$ cat src/rtl/wdt_window_ctrl.sv
// -----------------------------------------------------------------------------
// wdt_window_ctrl
// Windowed watchdog controller. Software programs timeout (T), service window
// (W) and early-warning lead (P) while idle, arms the watchdog with start, and
// must then service it with keyed kicks inside the window. Expiry or a bad
// kick raises a reset request stretched over RST_HOLD cycles.
//
// Ports:
//   clk          system clock, rising edge
//   rst_n        asynchronous active-low reset
//   cfg_we       config write strobe (accepted only in IDLE and only if legal)
//   cfg_timeout  timeout T in cycles
//   cfg_window   window W: kicks accepted only when cnt >= W
//   cfg_warn     warning lead P (0 disables irq_warn)
//   start        arm pulse
//   kick         service pulse
//   kick_key     key qualifying a kick
//   rst_o        reset request to the reset generator
//   irq_warn     early-warning interrupt, level
//   running      high while armed; configuration is locked
//   cfg_err      one-cycle pulse for a rejected config write
//   cause        last reset cause: 00 none, 01 timeout, 10 early kick, 11 bad key
// -----------------------------------------------------------------------------
module wdt_window_ctrl #(
  parameter int unsigned CNT_W       = 16,
  parameter int unsigned DEF_TIMEOUT = 100,
  parameter logic [7:0]  KEY         = 8'hA5,
  parameter int unsigned RST_HOLD    = 4
) (
  input  logic             clk,
  input  logic             rst_n,
  input  logic             cfg_we,
  input  logic [CNT_W-1:0] cfg_timeout,
  input  logic [CNT_W-1:0] cfg_window,
  input  logic [CNT_W-1:0] cfg_warn,
  input  logic             start,
  input  logic             kick,
  input  logic [7:0]       kick_key,
  output logic             rst_o,
  output logic             irq_warn,
  output logic             running,
  output logic             cfg_err,
  output logic [1:0]       cause
);

  localparam int unsigned HOLD_W = $clog2(RST_HOLD + 1);

  localparam logic [CNT_W-1:0]  CNT_ZERO  = {CNT_W{1'b0}};
  localparam logic [CNT_W-1:0]  CNT_ONE   = {{(CNT_W-1){1'b0}}, 1'b1};
  localparam logic [CNT_W-1:0]  CNT_TWO   = {{(CNT_W-2){1'b0}}, 2'b10};
  localparam logic [CNT_W-1:0]  T_RESET   = CNT_W'(DEF_TIMEOUT);
  localparam logic [HOLD_W-1:0] HOLD_ZERO = {HOLD_W{1'b0}};
  localparam logic [HOLD_W-1:0] HOLD_ONE  = {{(HOLD_W-1){1'b0}}, 1'b1};
  localparam logic [HOLD_W-1:0] HOLD_LAST = HOLD_W'(RST_HOLD - 1);

  localparam logic [1:0] CAUSE_NONE  = 2'b00;
  localparam logic [1:0] CAUSE_TMO   = 2'b01;
  localparam logic [1:0] CAUSE_EARLY = 2'b10;
  localparam logic [1:0] CAUSE_KEY   = 2'b11;

  typedef enum logic [1:0] {
    IDLE = 2'd0,
    RUN  = 2'd1,
    HOLD = 2'd2
  } state_e;

  state_e            state_r,    state_nxt_s;
  logic [CNT_W-1:0]  cnt_r,      cnt_nxt_s;
  logic [CNT_W-1:0]  t_r,        t_nxt_s;
  logic [CNT_W-1:0]  w_r,        w_nxt_s;
  logic [CNT_W-1:0]  p_r,        p_nxt_s;
  logic [HOLD_W-1:0] hold_cnt_r, hold_cnt_nxt_s;
  logic              rst_o_r,    rst_o_nxt_s;
  logic              irq_warn_r, irq_warn_nxt_s;
  logic              running_r,  running_nxt_s;
  logic              cfg_err_r,  cfg_err_nxt_s;
  logic [1:0]        cause_r,    cause_nxt_s;

  logic cfg_legal_s;
  logic key_ok_s;
  logic in_window_s;
  logic expire_s;
  logic warn_hit_s;

  // Qualifiers shared by the state logic; all compares are unsigned CNT_W-bit.
  always_comb begin
    cfg_legal_s = (cfg_timeout >= CNT_TWO) && (cfg_window < cfg_timeout) &&
                  (cfg_warn < cfg_timeout);
    key_ok_s    = (kick_key == KEY);
    in_window_s = (cnt_r >= w_r);
    expire_s    = (cnt_r == (t_r - CNT_ONE));
    warn_hit_s  = (p_r != CNT_ZERO) && (cnt_r >= (t_r - p_r));
  end

  // Next-state and next-output logic for the IDLE/RUN/HOLD controller.
  always_comb begin
    state_nxt_s    = state_r;
    cnt_nxt_s      = cnt_r;
    t_nxt_s        = t_r;
    w_nxt_s        = w_r;
    p_nxt_s        = p_r;
    hold_cnt_nxt_s = hold_cnt_r;
    rst_o_nxt_s    = rst_o_r;
    irq_warn_nxt_s = irq_warn_r;
    running_nxt_s  = running_r;
    cfg_err_nxt_s  = 1'b0;
    cause_nxt_s    = cause_r;

    case (state_r)
      IDLE: begin
        // A legal write in the start cycle is applied first, so the run
        // that starts on this edge already uses the new values.
        if (cfg_we) begin
          if (cfg_legal_s) begin
            t_nxt_s = cfg_timeout;
            w_nxt_s = cfg_window;
            p_nxt_s = cfg_warn;
          end else begin
            cfg_err_nxt_s = 1'b1;
          end
        end else begin
          cfg_err_nxt_s = 1'b0;
        end
        if (start) begin
          state_nxt_s    = RUN;
          cnt_nxt_s      = CNT_ZERO;
          running_nxt_s  = 1'b1;
          irq_warn_nxt_s = 1'b0;
          cause_nxt_s    = CAUSE_NONE;
        end else begin
          state_nxt_s = IDLE;
        end
      end

      RUN: begin
        cfg_err_nxt_s = cfg_we;
        cnt_nxt_s     = cnt_r + CNT_ONE;
        // Kick faults take priority, then a valid kick (which also beats
        // expiry in the same cycle), then expiry, then the warning.
        if (kick && !key_ok_s) begin
          state_nxt_s = HOLD;
          cause_nxt_s = CAUSE_KEY;
        end else if (kick && !in_window_s) begin
          state_nxt_s = HOLD;
          cause_nxt_s = CAUSE_EARLY;
        end else if (kick) begin
          cnt_nxt_s      = CNT_ZERO;
          irq_warn_nxt_s = 1'b0;
        end else if (expire_s) begin
          state_nxt_s = HOLD;
          cause_nxt_s = CAUSE_TMO;
        end else if (warn_hit_s) begin
          irq_warn_nxt_s = 1'b1;
        end else begin
          irq_warn_nxt_s = irq_warn_r;
        end
        if (state_nxt_s == HOLD) begin
          cnt_nxt_s      = CNT_ZERO;
          hold_cnt_nxt_s = HOLD_ZERO;
          rst_o_nxt_s    = 1'b1;
          irq_warn_nxt_s = 1'b0;
          running_nxt_s  = 1'b0;
        end else begin
          running_nxt_s = 1'b1;
        end
      end

      HOLD: begin
        cfg_err_nxt_s = cfg_we;
        // rst_o rose on the entry edge, so it is dropped once the counter
        // has seen RST_HOLD-1 further cycles.
        if (hold_cnt_r == HOLD_LAST) begin
          state_nxt_s    = IDLE;
          rst_o_nxt_s    = 1'b0;
          hold_cnt_nxt_s = HOLD_ZERO;
        end else begin
          hold_cnt_nxt_s = hold_cnt_r + HOLD_ONE;
        end
      end

      default: begin
        state_nxt_s    = IDLE;
        cnt_nxt_s      = CNT_ZERO;
        hold_cnt_nxt_s = HOLD_ZERO;
        rst_o_nxt_s    = 1'b0;
        irq_warn_nxt_s = 1'b0;
        running_nxt_s  = 1'b0;
      end
    endcase
  end

  // State and output registers.
  always_ff @(posedge clk or negedge rst_n) begin
    if (!rst_n) begin
      state_r    <= IDLE;
      cnt_r      <= CNT_ZERO;
      t_r        <= T_RESET;
      w_r        <= CNT_ZERO;
      p_r        <= CNT_ZERO;
      hold_cnt_r <= HOLD_ZERO;
      rst_o_r    <= 1'b0;
      irq_warn_r <= 1'b0;
      running_r  <= 1'b0;
      cfg_err_r  <= 1'b0;
      cause_r    <= CAUSE_NONE;
    end else begin
      state_r    <= state_nxt_s;
      cnt_r      <= cnt_nxt_s;
      t_r        <= t_nxt_s;
      w_r        <= w_nxt_s;
      p_r        <= p_nxt_s;
      hold_cnt_r <= hold_cnt_nxt_s;
      rst_o_r    <= rst_o_nxt_s;
      irq_warn_r <= irq_warn_nxt_s;
      running_r  <= running_nxt_s;
      cfg_err_r  <= cfg_err_nxt_s;
      cause_r    <= cause_nxt_s;
    end
  end

  assign rst_o    = rst_o_r;
  assign irq_warn = irq_warn_r;
  assign running  = running_r;
  assign cfg_err  = cfg_err_r;
  assign cause    = cause_r;

endmodule
$ cat config.mk
export PLATFORM = sky130hd
export DESIGN_NAME = wdt_window_ctrl
export DESIGN_NICKNAME = d
export VERILOG_FILES = /design/src/rtl/wdt_window_ctrl.sv
export SDC_FILE = /design/constraint.sdc
export NUM_CORES = 1
export LEC_CHECK = 0
export CELL_PAD_IN_SITES_DETAIL_PLACEMENT = 1
export CELL_PAD_IN_SITES_GLOBAL_PLACEMENT = 1
export CORE_ASPECT_RATIO = 0.8
export CORE_UTILIZATION = 43
export CTS_CLUSTER_DIAMETER = 30
export DETAILED_ROUTE_END_ITERATION = 10
export PLACE_DENSITY = 0.79
export SYNTH_ARGS = -nofsm -noshare
export SYNTH_HDL_FRONTEND = slang
export SYNTH_SLANG_ARGS = --single-unit
$ cat constraint.sdc
create_clock -name clk -period 4 [get_ports clk]
set_input_delay 0.6 -clock clk [delete_from_list [all_inputs] [get_ports clk]]
set_output_delay 0.6 -clock clk [all_outputs]
set_load 0.005 [all_outputs]
# == Word-level counts from Yosys, hierarchy flattened ==
# Cells that the tools add are included.
# classes
add_sub_neg,4
bitwise_logic,2
n_mux,40
magnitude_cmp,5
eq_ne,15
n_reduce_logical,17
# op_table
operator,count
$mux W16,5
$pmux W16 S3,1
$ge A16 B16 Y1,2
$lt A16 B16 Y1,2
$mux W2,11
$add A16 B1 Y16 const B,1
$eq A16 B16 Y1,1
$ge A16 B2 Y1 const B,1
$ne A4 B4 Y1 const B,4
$reduce_bool A16 Y1,1
$sub A16 B1 Y16 const B,1
$sub A16 B16 Y16,1
$mux W1,14
$pmux W1 S3,3
$pmux W3 S3,1
$eq A8 B8 Y1 const B,1
$mux W3,2
$ne A2 B2 Y1 const B,3
$ne A3 B3 Y1 const B,2
$pmux W2 S3,1
$reduce_and A3 Y1,2
$reduce_and A6 Y1,1
$logic_and A1 B1 Y1,5
$eq A2 B2 Y1 const B,2
12 further kinds,15
# word_totals
input_bits,61
word_cells,94
output_inout_bits,6
reg_bits,75

# == Depth between registers and ports, before layout ==
# logic_depth
depth_word,10
ltp_mapped,18
depth_no_buf,18

# == Worst setup path after synthesis ==
# No wires, ideal clock.
# synth_timing
path_type,reg2reg
start,register t_r[0]
end,register irq_warn_r (netlist: irq_warn)
required_ns,3.856
arrival_ns,3.078
path_stages_with_launch,19
n_path_buf,0
path_slack_ns,0.778
setup_ns,0.144
path_cell_list,dfrtp_1 -> inv_1 -> ha_1 -> inv_1 -> fa_1 -> a21o_1 -> a21oi_1 -> o21ai_0 -> a31oi_1 -> a211oi_1 -> o21ai_0 -> nand2_1 -> xnor2_1 -> ha_1 -> a21oi_1 -> a21oi_1 -> o211a_1 -> a21oi_1 -> a22oi_1
# synth_via
elab_chain_len,10
word_cells_on_any_way,18
classes_between,add/sub (2); order compare (1); eq/ne (6); mux (7); reduce/logical (2)
# synth_lines
item,line,rtl
from (decl),69,"logic [CNT_W-1:0] t_r, t_nxt_s;"
from (signal assigned),209,t_r <= t_nxt_s;
$sub A16 B1 Y16,91,expire_s = (cnt_r == (t_r - CNT_ONE));
$eq A16 B16 Y1,91,
$mux W2,149,end else if (expire_s) begin
$mux W2,146,end else if (kick) begin
$mux W2,143,end else if (kick && !in_window_s) begin
$mux W2,140,if (kick && !key_ok_s) begin
$mux W2,109,case (state_r)
$eq A2 B2 Y1,157,if (state_nxt_s == HOLD) begin
"$ne A4 B4 Y1 (no source line), or another cell as far along",-,
$reduce_and A6 Y1 (no source line) or $pmux W1 S3 (tied branches),-,
to (signal assigned),214,irq_warn_r <= irq_warn_nxt_s;
to (decl),74,"logic irq_warn_r, irq_warn_nxt_s;"
# Parallel ways exist; a longest one is shown, timed or not. The select of a mux whose other input is x is not followed.
# A chain may end at the register's enable or synchronous reset.

# == Worst setup path in the final report ==
# Same ends and word-level chain as after synthesis.

==> results by group <==
Outcome
  • Status: finished, final reports clean

Clock network
  • Worst skew pair latency: 0.36 ns
  • Worst-path clk slew: 0.07 ns
  • Post-CTS resize count: 0
  • # H-tree levels: 3
  • Deepest clock path buffer count: 2
  • Hold_buf cts: 0
  • Inserted Clock Buffers: 9
  • TritonCTS clock tree: done
  • Clock Sink Count: 75
  • Root Driver: clkbuf_16
  • Post-CTS Setup Bufs: 0

Layout
  • Area delta synth->final: 18.81%
  • Finished Cell Area: 0.007262 mm2
  • Most common cell after layout, fill and taps aside: ha_1
  • Nets: 837
  • Multi-input gate area: 0.003901 mm2
  • Seq. cell area: 0.001881 mm2
  • Layout cells sized above 1: 0.1264
  • Commonest non-fill, non-tap cells in the layout: 84 x ha_1, 72 x dfrtp_1, 65 x clkdlybuf4s50_1
  • Ant diodes: 0
  • Fill cells: 1529

Placement
  • Placer Congestion: 0.9863
  • Port Buffers: 66
  • Post-DP HPWL: 13960 um
  • Area post-placement: 0.006963 mm2

Die
  • Die height: 108.6 um
  • Die area: 0.01470 mm2
  • Core area: 0.01369 mm2
  • # IOs: 67
  • Starting Density: 0.4464
  • # rows: 38
  • Overall die width: 135.3 um

Timing
  • Worst-margin pin slew: 0.9682 ns
  • Rel. slew slack: 0.3545
  • Final setup vio count: 0
  • Final hold viol count: 0
  • RSZ-0062 raised after global routing: no
  • Fmax: 0.2647 GHz
  • Tmin final: 3.779 ns
  • Fin Clk Skew: 0.01281 ns
  • Final Cycle Share: 0.9446
  • TNS Setup: 0 ns
  • Fin. max-slew vios: 0

Power
  • Combinational power share: 0.562
  • Clk pwr share: 0.160
  • VDD IR-drop max: 0.3280 mV
  • Sequential Power Share: 0.278
  • Switching part of the total: 0.4385
  • Cell Int Power: 2.928 mW
  • Net switching power: 2.286 mW
  • Power per standard cell area: 718.0 mW/mm2
  • Post-route total power: 5.214 mW
  • Leakage Power: 3.509 nW

Worst setup path
  • Crit Reg-Reg Startpoint: t_r[0]$_DFFE_PN0P_
  • Worst Path Max Fanout: 5
  • CP Capture Type: register
  • Most used cell, CP: a21oi_1
  • WP data required: 4.22 ns
  • Worst reg-to-reg path cell count: 18
  • CP arrival: 4.00 ns
  • FF-to-FF setup slack: 0.22 ns
  • WP buf/inv: 2
  • Crit Path Class: reg2reg
  • CP max-delay cell: dfrtp_1
  • CP startpoint kind: register
  • Top Family by Delay on Critical Path: compound AO/OA/AOI/OAI gates
  • Worst-path cell chain: inv_1 > ha_1 > inv_1 > fa_1 > a21o_1 > a21oi_1 > o21ai_0 > a31oi_1 > a211oi_1 > o21ai_0 > nand2_1 > xnor2_1 > ha_1 > a21oi_1 > a21oi_1 > o211a_1 > a21oi_1 > a22oi_1
  • R2r endpoint: irq_warn$_DFFE_PN0P_
  • Max incr delay on CP: 0.45 ns

Drt
  • DR pass1 iterations: 4
  • Vias per std cell: 5.758
  • Drt total wl: 17360 um
  • DR WL/cell: 19.81 um
  • 1st-iter DRT viols: 191
  • Residual DRC: 0
  • Via Count: 5044
  • Antenna Violating Nets Remaining: 0

Synthesis
  • Yosys cell types: 64
  • Mapped Area: 0.006112 mm2
  • Number of synthesized flops with an enable pin: 0
  • Post-synthesis register bit count: 75
  • Register area share after synthesis: 0.3077
  • Syn Area/Cell: 9.842 um2
  • Synth Instances: 621
  • YS warnings: 0
  • Synth Flop Type: dfrtp_1
  • Post-Syn Nets: 767
  • Post-synth ARST share: 1.000

Hold path
  • Min-delay worst type: in2async

GRT
  • Number of global-route vias before repair: 5502
  • Pin count of the biggest net entering global routing: 76
  • First-pass GRT wire length: 28460 um
  • Initial antenna violation count: 0
  • Tot GR Track Use: 0.2557
  • Global route overflow: 0

Job
  • Maxcap violations: 0
[sequential cells by signal, indices dropped and copies added (netlist names)]
signal / flops
cause: 2
cfg_err: 1
cnt_r: 16
hold_cnt_r: 3
irq_warn: 1
p_r: 16
rst_o: 1
running: 1
state_r: 2
t_r: 16
w_r: 16
[cells in the mapped netlist, drive strengths merged, types with 9 or more instances]
| library cell | number | area, um2 |
|---|---|---|
| and3 | 15 | 93.84 |
| nand3 | 11 | 55.05 |
| dfrtp | 72 | 1802 |
| nor2b | 24 | 150.1 |
| nor4 | 13 | 106.4 |
| a21o | 11 | 82.58 |
| inv | 64 | 240.2 |
| xor2 | 15 | 131.4 |
| a21oi | 26 | 130.1 |
| nor2 | 23 | 86.33 |
| a22o | 10 | 87.58 |
| ha | 84 | 1051 |
| xnor2 | 19 | 166.4 |
| buf | 10 | 78.81 |
| nor3 | 15 | 80.08 |
| nand2 | 25 | 93.84 |
| nand4 | 9 | 56.30 |
| mux2 | 50 | 634.3 |
| o21ai | 26 | 130.1 |
| o31ai | 18 | 140.1 |
[worst max-delay path by stage]
stage                                       to  slack, ns          startpoint  cells past startpoint
final                     irq_warn$_DFFE_PN0P_       0.22  t_r[0]$_DFFE_PN0P_                     18
after global routing      irq_warn$_DFFE_PN0P_      0.003  t_r[0]$_DFFE_PN0P_                     18
after CTS                 irq_warn$_DFFE_PN0P_       0.28  t_r[0]$_DFFE_PN0P_                     18
after detailed placement   w_r[15]$_DFFE_PN0P_       0.11      cfg_timeout[9]                     12
after global placement     p_r[12]$_DFFE_PN0P_       0.24      cfg_timeout[9]                     12
after floorplan           irq_warn$_DFFE_PN0P_       0.78  t_r[0]$_DFFE_PN0P_                     18
[layout make-up]
| cell class | instances | area share |
|---|---|---|
| clock buffers | 9 | 0.03101 |
| clock inverters | 7 | 0.01017 |
| inverters | 64 | 0.03308 |
| multi-input cells | 469 | 0.5372 |
| flip-flops and latches | 75 | 0.2590 |
| well taps | 180 | 0.03101 |
| repair buffers | 72 | 0.09855 |
[stage by stage]
stage,util,instances,hold WS (ns),worst slack [ns]
2_1_floorplan,-,621,0.3044,0.7785
3_3_place_gp,0.5085,860,0.4776,0.2442
3_5_place_dp,0.5085,860,0.4838,0.1092
4_1_cts,0.5303,876,0.4273,0.2772
5_1_grt,0.5303,876,0.4763,0.003109
6_report,0.5303,876,0.3919,0.2214
[power by group through the flow]
stage | logic (mW) | clock network (mW) | registers (mW)
final | 2.93 | 0.835 | 1.45
after global routing | 3.28 | 0.879 | 1.49
after CTS | 2.95 | 0.851 | 1.44
after detailed placement | 2.90 | 0 | 1.45
after global placement | 2.72 | 0 | 1.42
after floorplan | 2.18 | 0 | 1.29
[cell families after synthesis]
logic type,count (synthesis),synth area share
DFF,75,0.3077
muxes,56,0.1136
buffers and inverters,77,0.05404
adders and majority gates,85,0.1752
and+or+nand+nor,160,0.1496
AOI/OAI and AO/OA,134,0.1511
xor gates and xnor gates,34,0.04872
[layer usage]
metal	GRT usage	wire length, um	part of all wire	up-vias
met5	0	0	0	-
met1	0.3358	8474	0.49	2515
met3	0.05253	504	0.029	28
li1	-	-	-	2419
met2	0.4238	8011	0.46	82
met4	0.07705	364	0.021	0
Note: power is estimated with default switching activity, not from simulation.
